<file path="config.mk">
export PLATFORM = sky130hd
export DESIGN_NAME = first_system_decoder_flat
export DESIGN_NICKNAME = d
export VERILOG_FILES = /design/src/rtl/first_system_decoder_if.sv /design/src/rtl/first_system_decoder.sv /design/src/flat_wrapper.sv
export SDC_FILE = /design/constraint.sdc
export NUM_CORES = 1
export LEC_CHECK = 0
export ABC_AREA = 1
export CAP_MARGIN = 15
export CORE_MARGIN = 10
export CORE_UTILIZATION = 51
export CTS_BUF_LIST = sky130_fd_sc_hd__clkbuf_8
export DETAILED_ROUTE_END_ITERATION = 6
export PLACE_DENSITY = 0.77
export SYNTH_ARGS = -nofsm -noshare
export SYNTH_HDL_FRONTEND = slang
export SYNTH_SLANG_ARGS = --single-unit
</file>
<file path="constraint.sdc">
create_clock -name clk -period 1.6 [get_ports clk]
set_input_delay 0.4 -clock clk [delete_from_list [all_inputs] [get_ports clk]]
set_output_delay 0.4 -clock clk [all_outputs]
set_load 0.03 [all_outputs]
</file>
<file path="src/rtl/first_system_decoder_if.sv">
// Link between the first_system encoder stream and the word-wide consumer.
interface first_system_decoder_if #(
    parameter int unsigned PAIRS = 4
);
    logic                 enc1;
    logic                 enc2;
    logic                 in_valid;
    logic                 in_ready;
    logic [2*PAIRS-1:0]   word_out;
    logic                 word_valid;
    logic                 word_ready;
    logic [4:0]           pair_cnt;

    // Upstream side: supplies encoded pairs and consumes words.
    modport master (
        output enc1, enc2, in_valid, word_ready,
        input  in_ready, word_out, word_valid, pair_cnt
    );

    // Decoder side.
    modport slave (
        input  enc1, enc2, in_valid, word_ready,
        output in_ready, word_out, word_valid, pair_cnt
    );
endinterface

</file>
<file path="src/rtl/first_system_decoder.sv">
// Decodes first_system pairs and packs PAIRS of them into one output word.
module first_system_decoder #(
    parameter int unsigned PAIRS = 4
) (
    input  logic                   clk,
    input  logic                   rst,
    first_system_decoder_if.slave  bus
);
    localparam int unsigned WORD_W = 2 * PAIRS;
    localparam int unsigned ACC_W  = 2 * (PAIRS - 1);
    localparam int unsigned CNT_W  = 5;

    // The output register is the FSM: EMPTY or holding a complete word.
    localparam logic [0:0] ST_EMPTY = 1'b0;
    localparam logic [0:0] ST_FULL  = 1'b1;

    logic [0:0]        state;
    logic [0:0]        state_nxt;
    // Only slots 0..PAIRS-2 are ever stored; the last pair goes straight to word_out.
    logic [ACC_W-1:0]  acc;
    logic [ACC_W-1:0]  acc_nxt;
    logic [CNT_W-1:0]  cnt;
    logic [CNT_W-1:0]  cnt_nxt;
    logic [WORD_W-1:0] word_q;
    logic [WORD_W-1:0] word_nxt;

    logic [1:0]        pair;
    logic              last;
    logic              in_fire;
    logic              out_fire;
    logic              complete;

    // Invert the encoding: d_in2 = ~enc2, d_in1 = enc1 ^ d_in2.
    always_comb begin
        pair    = 2'b00;
        pair[0] = ~bus.enc2;
        pair[1] = bus.enc1 ^ ~bus.enc2;
    end

    assign last     = (cnt == CNT_W'(PAIRS - 1));
    assign bus.in_ready = ~(last && (state == ST_FULL) && ~bus.word_ready);
    assign in_fire  = bus.in_valid && bus.in_ready;
    assign out_fire = (state == ST_FULL) && bus.word_ready;
    assign complete = in_fire && last;

    // Next-state and datapath update for accumulator, counter and output word.
    always_comb begin
        state_nxt = state;
        acc_nxt   = acc;
        cnt_nxt   = cnt;
        word_nxt  = word_q;
        if (complete) begin
            // A completing word always (re)fills the output, even while it drains.
            word_nxt  = {pair, acc};
            acc_nxt   = '0;
            cnt_nxt   = '0;
            state_nxt = ST_FULL;
        end else begin
            if (in_fire) begin
                for (int unsigned k = 0; k < PAIRS - 1; k++) begin
                    if (cnt == CNT_W'(k)) begin
                        acc_nxt[2*k +: 2] = pair;
                    end
                end
                cnt_nxt = cnt + CNT_W'(1);
            end
            if (out_fire) begin
                state_nxt = ST_EMPTY;
            end
        end
    end

    // State register.
    always_ff @(posedge clk) begin
        if (rst) begin
            state <= ST_EMPTY;
        end else begin
            state <= state_nxt;
        end
    end

    // Accumulator, pair counter and output word registers.
    always_ff @(posedge clk) begin
        if (rst) begin
            acc    <= '0;
            cnt    <= '0;
            word_q <= '0;
        end else begin
            acc    <= acc_nxt;
            cnt    <= cnt_nxt;
            word_q <= word_nxt;
        end
    end

    assign bus.word_valid = (state == ST_FULL);
    assign bus.word_out   = word_q;
    assign bus.pair_cnt   = cnt;
endmodule

</file>
<file path="src/flat_wrapper.sv">
// flat-port wrapper written by rule: the top's interface ports become plain ports
module first_system_decoder_flat 
#(
    parameter int unsigned PAIRS = 4
)
  (clk, rst, bus_enc1, bus_enc2, bus_in_valid, bus_word_ready, bus_in_ready, bus_word_out, bus_word_valid, bus_pair_cnt);
  first_system_decoder_if #(.PAIRS(PAIRS)) bus_i ();
  input  logic clk;
  input  logic rst;
  input wire logic [$bits(bus_i.enc1)-1:0] bus_enc1;
  input wire logic [$bits(bus_i.enc2)-1:0] bus_enc2;
  input wire logic [$bits(bus_i.in_valid)-1:0] bus_in_valid;
  input wire logic [$bits(bus_i.word_ready)-1:0] bus_word_ready;
  output wire logic [$bits(bus_i.in_ready)-1:0] bus_in_ready;
  output wire logic [$bits(bus_i.word_out)-1:0] bus_word_out;
  output wire logic [$bits(bus_i.word_valid)-1:0] bus_word_valid;
  output wire logic [$bits(bus_i.pair_cnt)-1:0] bus_pair_cnt;
  assign bus_i.enc1 = bus_enc1;
  assign bus_i.enc2 = bus_enc2;
  assign bus_i.in_valid = bus_in_valid;
  assign bus_i.word_ready = bus_word_ready;
  assign bus_in_ready = bus_i.in_ready;
  assign bus_word_out = bus_i.word_out;
  assign bus_word_valid = bus_i.word_valid;
  assign bus_pair_cnt = bus_i.pair_cnt;
  first_system_decoder #(.PAIRS(PAIRS)) u_core (.clk(clk), .rst(rst), .bus(bus_i));
endmodule
</file>
==> results of run 1 <==
==> final cells by class <==
type	instances	area [um^2]
clock buffer	3	41.3
clock inverter	1	30.0
fill	129	362
inverter	18	72.6
multi-input combinational	93	510
sequential	20	408
tap	25	31.3
timing repair buffer	38	328
==> how the worst min path moves through the flow <==
| stage | endpoint | from |
|---|---|---|
| 2_1_floorplan | u_core.bus.word_out[0] | u_core.acc[0] |
| 3_3_place_gp | u_core.bus.word_out[3] | u_core.acc[3] |
| 3_5_place_dp | u_core.bus.word_out[3] | u_core.acc[3] |
| 4_1_cts | u_core.bus.word_out[2] | u_core.acc[2] |
| 5_1_grt | u_core.bus.word_out[2] | u_core.bus.word_out[2] |
| 6_report | u_core.bus.word_out[2] | u_core.bus.word_out[2] |
==> cell usage after synthesis <==
cell type / count / area [um^2]
inv_1: 15 / 56.3
nand4_2: 1 / 12.5
buf_6: 2 / 22.5
dfxtp_1: 20 / 400
ha_1: 4 / 50.1
nor2_4: 2 / 22.5
a21oi_1: 14 / 70.1
nand3_1: 8 / 40.0
nand2_1: 40 / 150
nor2_2: 3 / 18.8
nand4_1: 6 / 37.5
buf_2: 1 / 5.00
clkinv_4: 1 / 8.76
xor2_1: 1 / 8.76
nor2_1: 10 / 37.5
nand2_4: 2 / 22.5
buf_1: 1 / 3.75
xnor2_1: 1 / 8.76
inv_2: 2 / 7.51
nand2_2: 1 / 6.26
==> stage by stage <==
step | setup TNS (ns) | total power [mW] | worst slack, ns
5_1_grt | -0.0120 | 1.21 | -0.0120
3_5_place_dp | -0.386 | 0.665 | -0.0928
3_3_place_gp | -0.165 | 0.662 | -0.0960
4_1_cts | 0 | 1.16 | 0.00266
6_report | 0 | 1.16 | 0.0301
2_1_floorplan | 0 | 0.610 | 0.0804
==> registers in the layout (all words and copies together) (netlist names) <==
name,count
u_core.acc,6
u_core.bus.pair_cnt,5
u_core.bus.word_out,8
u_core.bus.word_valid,1
==> metal layers <==
layer,wire [um],share of wire,vias to the layer above,GRT usage
met1,1160,0.45,447,0.143
met5,0,0,-,0
met2,1210,0.47,35,0.194
met4,34,0.013,0,0.0328
li1,-,-,502,-
met3,167,0.065,6,0.0401
==> worst max-delay path: stages (launching register included) <==
cell,delay [ns]
dfxtp_4,0.39
ha_4,0.17
nand3_4,0.08
inv_2,0.08
nand2_4,0.05
buf_6,0.14
==> power groups by stage <==
stage / logic, mW / registers [mW] / clock network (mW)
after floorplan: 0.0660 / 0.544 / 0
after global placement: 0.127 / 0.535 / 0
after detailed placement: 0.130 / 0.536 / 0
after CTS: 0.131 / 0.525 / 0.503
after global routing: 0.154 / 0.526 / 0.530
final: 0.138 / 0.524 / 0.503
==> repair_timing <==
item	CTS	global route
pin swaps	0	1
gates cloned	0	0
buffers inserted	0	5
endpoints found under the setup margin	12	1
gates resized for setup	18	3
==> cells by family (layout without fill, tap and decap cells) <==
kind of cell / Yosys count / count (layout) / share of synthesized area
DFF: 20 / 20 / 0.405
and+or+nand+nor: 73 / 73 / 0.351
xor gates and xnor gates: 2 / 2 / 0.0177
adders and majority gates: 4 / 4 / 0.0506
buffers and inverters: 22 / 60 / 0.105
AOI/OAI and AO/OA: 14 / 14 / 0.0708
==> impl_metrics.json, run 1 <==
{
  "status": "finished, final reports clean",
  "vias_per_cell": 5.00,
  "vdd.ir_drop.worst_mv": 1.02,
  "nets": 184,
  "tightestPinTransition_ns": 0.336,
  "floorplan.io_pins": 21,
  "timing_worst_setup_path_type": "reg -> out",
  "number_of_failing_setup_endpoints_in_the_final_timing_report": 0,
  "route.antenna.remaining_nets": 0,
  "numClockSinks": 20,
  "arrival_ns": 1.17,
  "path_clk_slew_ns": 0.08,
  "placed_area_mm2": 0.00129,
  "avgRoutedWirePerCell_um": 13.0,
  "leakagePower_nw": 0.672,
  "maxSlewViolCount": 0,
  "drcViolationCount": 0,
  "port_buffers": 20,
  "ys_seq_elements": 20,
  "clockBufferDepth": 2,
  "number_of_core_rows": 15,
  "timing.critical_path.from_type": "flop",
  "post_layout_nonfiller_instances": 198,
  "place.detailed.hpwl_mm": 1.75,
  "worst-r2r-setup-slack_ns": 0.20,
  "layout_commonest_cell": "nand2_1",
  "critPathCapture": "bus_in_ready",
  "p_per_area_mw_per_mm2": 819,
  "worst_hold_path_type": "reg -> reg",
  "grt_pass1_vias": 877,
  "period_share": 0.981,
  "timing.critical_path.from": "u_core.bus.pair_cnt[1]",
  "maxClockFrequency_mhz": 637,
  "max-slew-margin-rel": 0.775,
  "share_seq_of_total_power": 0.450,
  "worst_skew_pair.late_latency_ns": 0.26,
  "p_int_uw": 905,
  "skew_ns": 0.00324,
  "crit_fanout": 6,
  "part_of_the_power_in_combinational_logic": 0.119,
  "required_ns": 1.20,
  "first_pass_iters": 4,
  "flow.area_growth_from_synthesis_pct": 43.6,
  "dr.first_iter.drc_count": 51,
  "post-route-util": 0.797,
  "ys.warnings.count": 0,
  "antenna-diode-count": 0,
  "grt_first_pass_wirelength_mm": 4.06,
  "cap_violations": 0,
  "globalRouteTotalUtil": 0.118,
  "place.gp.congestion": 0.823,
  "postLayoutCellArea_mm2": 0.00142,
  "switchingPower_uw": 260,
  "htreeDepth": 1,
  "number_of_antenna_violations_at_the_first_check_in_global_routing": 0,
  "start_util": 0.555,
  "cts_root_buffer": "clkbuf_8",
  "post_synth_instance_area_um2": 990,
  "netlist_instances": 135,
  "layout_common_cells": "nand2_1, buf_4, dfxtp_1, inv_1, a21oi_1",
  "grt_setup_unrepaired": "true",
  "timing.rr.end": "u_core.acc[2]",
  "tritoncts": "done",
  "timing.final.crit_period_ns": 1.57,
  "post_synth_num_cell_types": 20,
  "routed_wirelength_mm": 2.58,
  "cts.hold.buffers_added": 0,
  "floorplan.die_area_mm2": 0.00410,
  "grt_remaining_overflow": 0,
  "power.switching_fraction": 0.223,
  "portion_of_total_power_attributed_to_the_clock_network": 0.432,
  "reg2reg_depth": 8,
  "cts-buffers-inserted": 3,
  "worstSetupEndpointType": "primary output",
  "worstReg2RegStart": "u_core.bus.pair_cnt[1]",
  "finalHoldViolations": 0,
  "place.detailed.instances": 189,
  "die_y_um": 64.1,
  "hold-path-cell-count": 2,
  "mappedNetlistNets": 145,
  "synth_seq_area_share": 0.405,
  "chipWidth_um": 64.1,
  "postSynthAreaPerCell_um2": 7.33,
  "total_number_of_vias": 990,
  "hold_ws_ns": 0.459,
  "grt_max_degree": 13,
  "core-area_mm2": 0.00178,
  "final_layout_size_suffix_gt1_frac": 0.249
}
(Power assumes the default switching activity.)
==> run 2, diff against run 1 <==
--- a/config.mk
+++ b/config.mk
@@ -8,10 +8,10 @@
 export ABC_AREA = 1
 export CAP_MARGIN = 15
 export CORE_MARGIN = 10
-export CORE_UTILIZATION = 51
+export CORE_UTILIZATION = 47
 export CTS_BUF_LIST = sky130_fd_sc_hd__clkbuf_8
 export DETAILED_ROUTE_END_ITERATION = 6
-export PLACE_DENSITY = 0.77
+export PLACE_DENSITY = 0.75
 export SYNTH_ARGS = -nofsm -noshare
 export SYNTH_HDL_FRONTEND = slang
 export SYNTH_SLANG_ARGS = --single-unit
==> constraint.sdc (replaced) <==
create_clock -name clk -period 1.35 [get_ports clk]
set_input_delay 0.3375 -clock clk [delete_from_list [all_inputs] [get_ports clk]]
set_output_delay 0.3375 -clock clk [all_outputs]
set_load 0.03 [all_outputs]
==> run 2 against run 1 <==
The flow now finishes with violations (setup timing). Routed wire length down 0.93%. First-iteration DRC count shrank 27%. Power increased by 20%. Non-clock buffer count grew 1. Global-route usage increased by 0.65 points. Sequential cell count is the same. Via count decreased by 1.8%. Clock-buffer cell count stayed put. Clock skew barely moved. Final cell count increased by 1.5%. Utilization shrank 7.1 points. Final area grew 1.3%. Largest cell class unchanged. Largest power group unchanged.
==> impl_metrics.json, run 2 (synthesis gave the netlist of run 1 again) <==
{
  "p_per_area_mw_per_mm2": 974,
  "portion_of_total_power_attributed_to_the_clock_network": 0.438,
  "tritoncts": "done",
  "timing.final.crit_period_ns": 1.44,
  "seqCellArea_um2": 414,
  "worst_hold_startpoint": "u_core.acc[0]",
  "post-route-util": 0.727,
  "share_seq_of_total_power": 0.438,
  "number_of_core_rows": 16,
  "avgRoutedWirePerCell_um": 12.7,
  "post-place-ws_ns": -0.238,
  "clockBufferDepth": 2,
  "max-slew-margin-rel": 0.863,
  "leakagePower_nw": 0.647,
  "core-area_mm2": 0.00198,
  "grt_pass1_vias": 1003,
  "power.switching_fraction": 0.233,
  "critical_path.max_stage_delay_ns": 0.36,
  "path_delay_family": "flip-flops",
  "number_of_antenna_violations_at_the_first_check_in_global_routing": 0,
  "global_route.peak_usage_layer": "met2",
  "routed_wirelength_mm": 2.55,
  "place.gp.congestion": 0.831,
  "maxClockFrequency_mhz": 694,
  "grt_max_degree": 13,
  "period_share": 1.07,
  "antenna-diode-count": 0,
  "dr.first_iter.drc_count": 37,
  "finalHoldViolations": 0,
  "chipWidth_um": 65.9,
  "setup_tns_ns": -0.0915,
  "multiInputGateArea_um2": 529,
  "reg2reg_depth": 9,
  "timing.rr.end": "u_core.acc[5]",
  "final_layout_size_suffix_gt1_frac": 0.356,
  "maxSlewViolCount": 0,
  "grt_first_pass_wirelength_mm": 4.26,
  "path_clk_slew_ns": 0.08,
  "vdd.ir_drop.worst_mv": 0.767,
  "numClockSinks": 20,
  "total_number_of_vias": 972,
  "cts.hold.buffers_added": 0,
  "worst-r2r-setup-slack_ns": 0.03,
  "cts_root_buffer": "clkbuf_8",
  "grt_util_met1": 0.136,
  "drcViolationCount": 0,
  "timing_worst_setup_path_type": "reg -> out",
  "floorplan.die_area_mm2": 0.00434,
  "start_util": 0.499,
  "part_of_the_power_in_combinational_logic": 0.124,
  "crit_fanout": 2,
  "flip_flop_count_of_the_largest_register_after_layout": 8,
  "layout_common_cells": "nand2_1, buf_4, dfxtp_1, a21oi_1, inv_1",
  "required_ns": 1.01,
  "cp_num_cells": 5,
  "critical_path.cell_chain": "ha_4 > nand3_4 > inv_2 > nand2_4 > buf_6",
  "critical-path-slowest-cell": "dfxtp_4",
  "tightestPinTransition_ns": 0.206,
  "fillers": 153,
  "worst_skew_pair.late_latency_ns": 0.27,
  "worst_hold_path_type": "reg -> reg",
  "floorplan.io_pins": 21,
  "post_layout_nonfiller_instances": 201,
  "switchingPower_uw": 326,
  "p_int_mw": 1.08,
  "port_buffers": 20,
  "globalRouteTotalUtil": 0.125,
  "total_power_mw": 1.40,
  "postLayoutSetupSlackWorst_ns": -0.0915,
  "grt_remaining_overflow": 0,
  "cts-buffers-inserted": 3,
  "met3_usage": 0.0407,
  "failed_checks": "setup timing",
  "place.detailed.instances": 193,
  "vias_per_cell": 4.84,
  "htreeDepth": 1,
  "critPathBufInv": 2,
  "first_pass_iters": 4,
  "arrival_ns": 1.10,
  "place.detailed.hpwl_mm": 1.84,
  "flow.area_growth_from_synthesis_pct": 45.5,
  "status": "finished with violations",
  "worstHoldEndpoint": "u_core.bus.word_out[0]",
  "worstSetupEndpointType": "primary output",
  "met2_use_gr": 0.211,
  "grt_setup_unrepaired": "true",
  "die_y_um": 65.9,
  "skew_ns": 0.00342,
  "layout_commonest_cell": "nand2_1",
  "nets": 185,
  "timing.critical_path.from_type": "flop",
  "hold-path-cell-count": 2,
  "number_of_failing_setup_endpoints_in_the_final_timing_report": 1,
  "route.antenna.remaining_nets": 0,
  "worstReg2RegStart": "u_core.bus.pair_cnt[0]",
  "cap_violations": 0
}
run 2: per-stage QoR:
| step | cell area [um^2] | hold WS, ns |
|---|---|---|
| global placement | 1290 | 0.451 |
| CTS | 1420 | 0.458 |
| floorplan | 1010 | 0.439 |
| detailed placement | 1290 | 0.451 |
| global route | 1440 | 0.482 |
| finish | 1440 | 0.461 |
run 2: worst max path at each step:
stage,to,startpoint,slack [ns]
after floorplan,bus_in_ready,u_core.bus.pair_cnt[3],0.002
after global placement,bus_in_ready,bus_word_ready,-0.23
after detailed placement,u_core.bus.pair_cnt[4],bus_word_ready,-0.24
after CTS,bus_in_ready,u_core.bus.pair_cnt[1],-0.08
after global routing,bus_in_ready,u_core.bus.pair_cnt[0],-0.12
final,bus_in_ready,u_core.bus.pair_cnt[0],-0.09
run 2: worst min-delay path, cell delays in order (launching register included):
cell	delay [ns]
dfxtp_1	0.31
nand2_1	0.06
a21oi_1	0.05
run 2: cell type report:
cell class / instances / share of cell area
Multi-Input combinational cell: 93 / 0.368
Timing Repair Buffer: 39 / 0.222
Tap cell: 27 / 0.0235
Sequential cell: 20 / 0.288
Clock buffer: 3 / 0.0287
Inverter: 18 / 0.0504
Clock inverter: 1 / 0.0209
run 2: power groups by stage:
| stage | clock (mW) | sequential, mW | combinational (mW) |
|---|---|---|---|
| final | 0.614 | 0.615 | 0.174 |
| after global routing | 0.630 | 0.617 | 0.194 |
| after CTS | 0.603 | 0.615 | 0.167 |
| after detailed placement | 0 | 0.632 | 0.161 |
| after global placement | 0 | 0.631 | 0.156 |
| after floorplan | 0 | 0.645 | 0.0789 |
run 2: layer usage:
layer / vias up / wire (um)
met2: 16 / 1280
met4: 0 / 45
li1: 502 / -
met5: - / 0
met1: 449 / 1100
met3: 5 / 128
run 2: timing repair:
item	in CTS	in global routing
pin swaps	4	4
cloned	0	0
setup buffers	4	0
gates resized for setup	9	8
setup endpoints to repair	2	22
==> run 3, diff against run 2 <==
--- a/config.mk
+++ b/config.mk
@@ -11,6 +11,8 @@
 export CORE_UTILIZATION = 47
 export CTS_BUF_LIST = sky130_fd_sc_hd__clkbuf_8
 export DETAILED_ROUTE_END_ITERATION = 6
+export GPL_ROUTABILITY_DRIVEN = 0
+export GPL_TIMING_DRIVEN = 0
 export PLACE_DENSITY = 0.75
 export SYNTH_ARGS = -nofsm -noshare
 export SYNTH_HDL_FRONTEND = slang
==> run 3 against run 2 <==
Critical path type unchanged. Sequential power grew 1%. First-iteration DRC count grew 8.1%. Register-to-register slack lost 0.11 ns. Largest power group unchanged. Global-route usage shrank 0.46 points. Critical path depth is the same. Non-clock buffer count grew 1. Final cell count grew 0.50%. Die area is the same. Clock skew is essentially flat. The run still ends with setup timing left. Clock power shrank 3.4%.
==> impl_metrics.json, run 3 (synthesis gave the netlist of run 1 again) <==
{
  "critPathBufInv": 2,
  "final_layout_size_suffix_gt1_frac": 0.474,
  "cts_root_buffer": "clkbuf_8",
  "p_int_mw": 1.07,
  "p_per_area_mw_per_mm2": 892,
  "htreeDepth": 1,
  "grt_remaining_overflow": 0,
  "numClockSinks": 20,
  "maxSlewViolCount": 0,
  "global_route.peak_usage_layer": "met2",
  "met3_usage": 0.0356,
  "flip_flop_count_of_the_largest_register_after_layout": 8,
  "start_util": 0.499,
  "floorplan.die_area_mm2": 0.00434,
  "path_delay_family": "flip-flops",
  "failed_checks": "setup timing",
  "postLayoutSetupSlackWorst_ns": -0.160,
  "dr.first_iter.drc_count": 40,
  "worst_hold_path_type": "reg -> reg",
  "tightestPinTransition_ns": 0.715,
  "power.switching_fraction": 0.235,
  "grt_pass1_vias": 901,
  "antenna-diode-count": 0,
  "vdd.ir_drop.worst_mv": 0.840,
  "maxClockFrequency_mhz": 662,
  "post-place-ws_ns": -0.873,
  "routed_wirelength_mm": 3.27,
  "critical_path.max_stage_delay_ns": 0.37,
  "critical_path.cell_chain": "ha_4 > nand3_4 > inv_4 > nand2_4 > buf_6",
  "cts.hold.buffers_added": 0,
  "seqCellArea_um2": 412,
  "finalHoldViolations": 0,
  "cts-buffers-inserted": 3,
  "share_seq_of_total_power": 0.443,
  "floorplan.io_pins": 21,
  "place.detailed.instances": 181,
  "worstSetupEndpointType": "primary output",
  "part_of_the_power_in_combinational_logic": 0.134,
  "clockBufferDepth": 2,
  "grt_util_met1": 0.140,
  "timing_worst_setup_path_type": "reg -> out",
  "critical-path-slowest-cell": "dfxtp_4",
  "timing.critical_path.from_type": "flop",
  "vias_per_cell": 5.26,
  "grt_first_pass_wirelength_mm": 4.21,
  "port_buffers": 19,
  "required_ns": 1.01,
  "drcViolationCount": 0,
  "avgRoutedWirePerCell_um": 16.2,
  "worst_skew_pair.late_latency_ns": 0.25,
  "die_y_um": 65.9,
  "globalRouteTotalUtil": 0.120,
  "path_clk_slew_ns": 0.08,
  "number_of_antenna_violations_at_the_first_check_in_global_routing": 0,
  "portion_of_total_power_attributed_to_the_clock_network": 0.422,
  "timing.final.crit_period_ns": 1.51,
  "fillers": 120,
  "leakagePower_nw": 0.718,
  "chipWidth_um": 65.9,
  "multiInputGateArea_um2": 633,
  "skew_ns": 0.00324,
  "switchingPower_uw": 331,
  "number_of_core_rows": 16,
  "route.antenna.remaining_nets": 0,
  "layout_common_cells": "nand2_1, dfxtp_1, buf_4, inv_1, nand2_2",
  "flow.area_growth_from_synthesis_pct": 59.2,
  "number_of_failing_setup_endpoints_in_the_final_timing_report": 20,
  "met2_use_gr": 0.205,
  "first_pass_iters": 4,
  "grt_setup_unrepaired": "true",
  "arrival_ns": 1.17,
  "core-area_mm2": 0.00198,
  "tritoncts": "done",
  "nets": 186,
  "place.detailed.hpwl_mm": 1.62,
  "total_number_of_vias": 1063,
  "crit_fanout": 5,
  "grt_max_degree": 13,
  "max-slew-margin-rel": 0.523,
  "period_share": 1.12,
  "post_layout_nonfiller_instances": 202,
  "layout_commonest_cell": "nand2_1",
  "cap_violations": 0,
  "status": "finished with violations"
}
run 3: per-layer routing:
layer	part of all wire	routed length, um
met5	0	0
met4	0.022	71
met3	0.072	234
met2	0.51	1670
met1	0.40	1290
run 3: layout make-up:
type,count,area share
buffer,4,0.0262
inverter,18,0.0572
sequential,20,0.261
timing repair buffer,36,0.187
clock buffer,3,0.0262
clock inverter,1,0.0191
tap,27,0.0214
multi-input combinational,93,0.402
run 3: worst min-delay path, cell delays in order, from the launching register on:
cell and delay, ns:
dfxtp_1 0.31, nand2_1 0.07, a21oi_2 0.05
run 3: metrics by stage:
step                      cell area [um^2]   util  setup TNS, ns  power, mW  hold slack [ns]
after floorplan                       1010      -              0      0.724            0.439
after global routing                  1580  0.795          -2.25       1.46            0.487
after detailed placement              1230  0.623          -4.99      0.769            0.456
after CTS                             1320  0.666         -0.263       1.36            0.465
after global placement                1230  0.623          -4.68      0.766            0.451
final                                 1580  0.795          -1.10       1.40            0.470
run 3: final timing paths:
| check | from | to | slack [ns] | cells after the start |
|---|---|---|---|---|
| min reg2reg | u_core.bus.word_out[1] | u_core.bus.word_out[1] | 0.47 | 2 |
| max | u_core.bus.pair_cnt[1] | bus_in_ready | -0.16 | 5 |
| max reg2reg | u_core.bus.pair_cnt[0] | u_core.acc[5] | -0.08 | 6 |
| min | u_core.bus.word_out[1] | u_core.bus.word_out[1] | 0.47 | 2 |
run 3: what timing repair did:
| item | CTS | global route |
|---|---|---|
| hold endpoints to repair | 0 | 0 |
| resized for setup | 40 | 70 |
| pin swaps | 1 | 13 |
| gates cloned | 0 | 1 |
| setup buffers | 3 | 13 |
| endpoints found under the setup margin | 16 | 23 |
run 3: power groups by stage:
stage                     clock network, mW  logic [mW]  registers (mW)
after floorplan                           0      0.0789           0.645
after global placement                    0       0.129           0.636
after detailed placement                  0       0.132           0.637
after CTS                             0.600       0.143           0.617
after global routing                  0.626       0.208           0.625
final                                 0.593       0.189           0.623
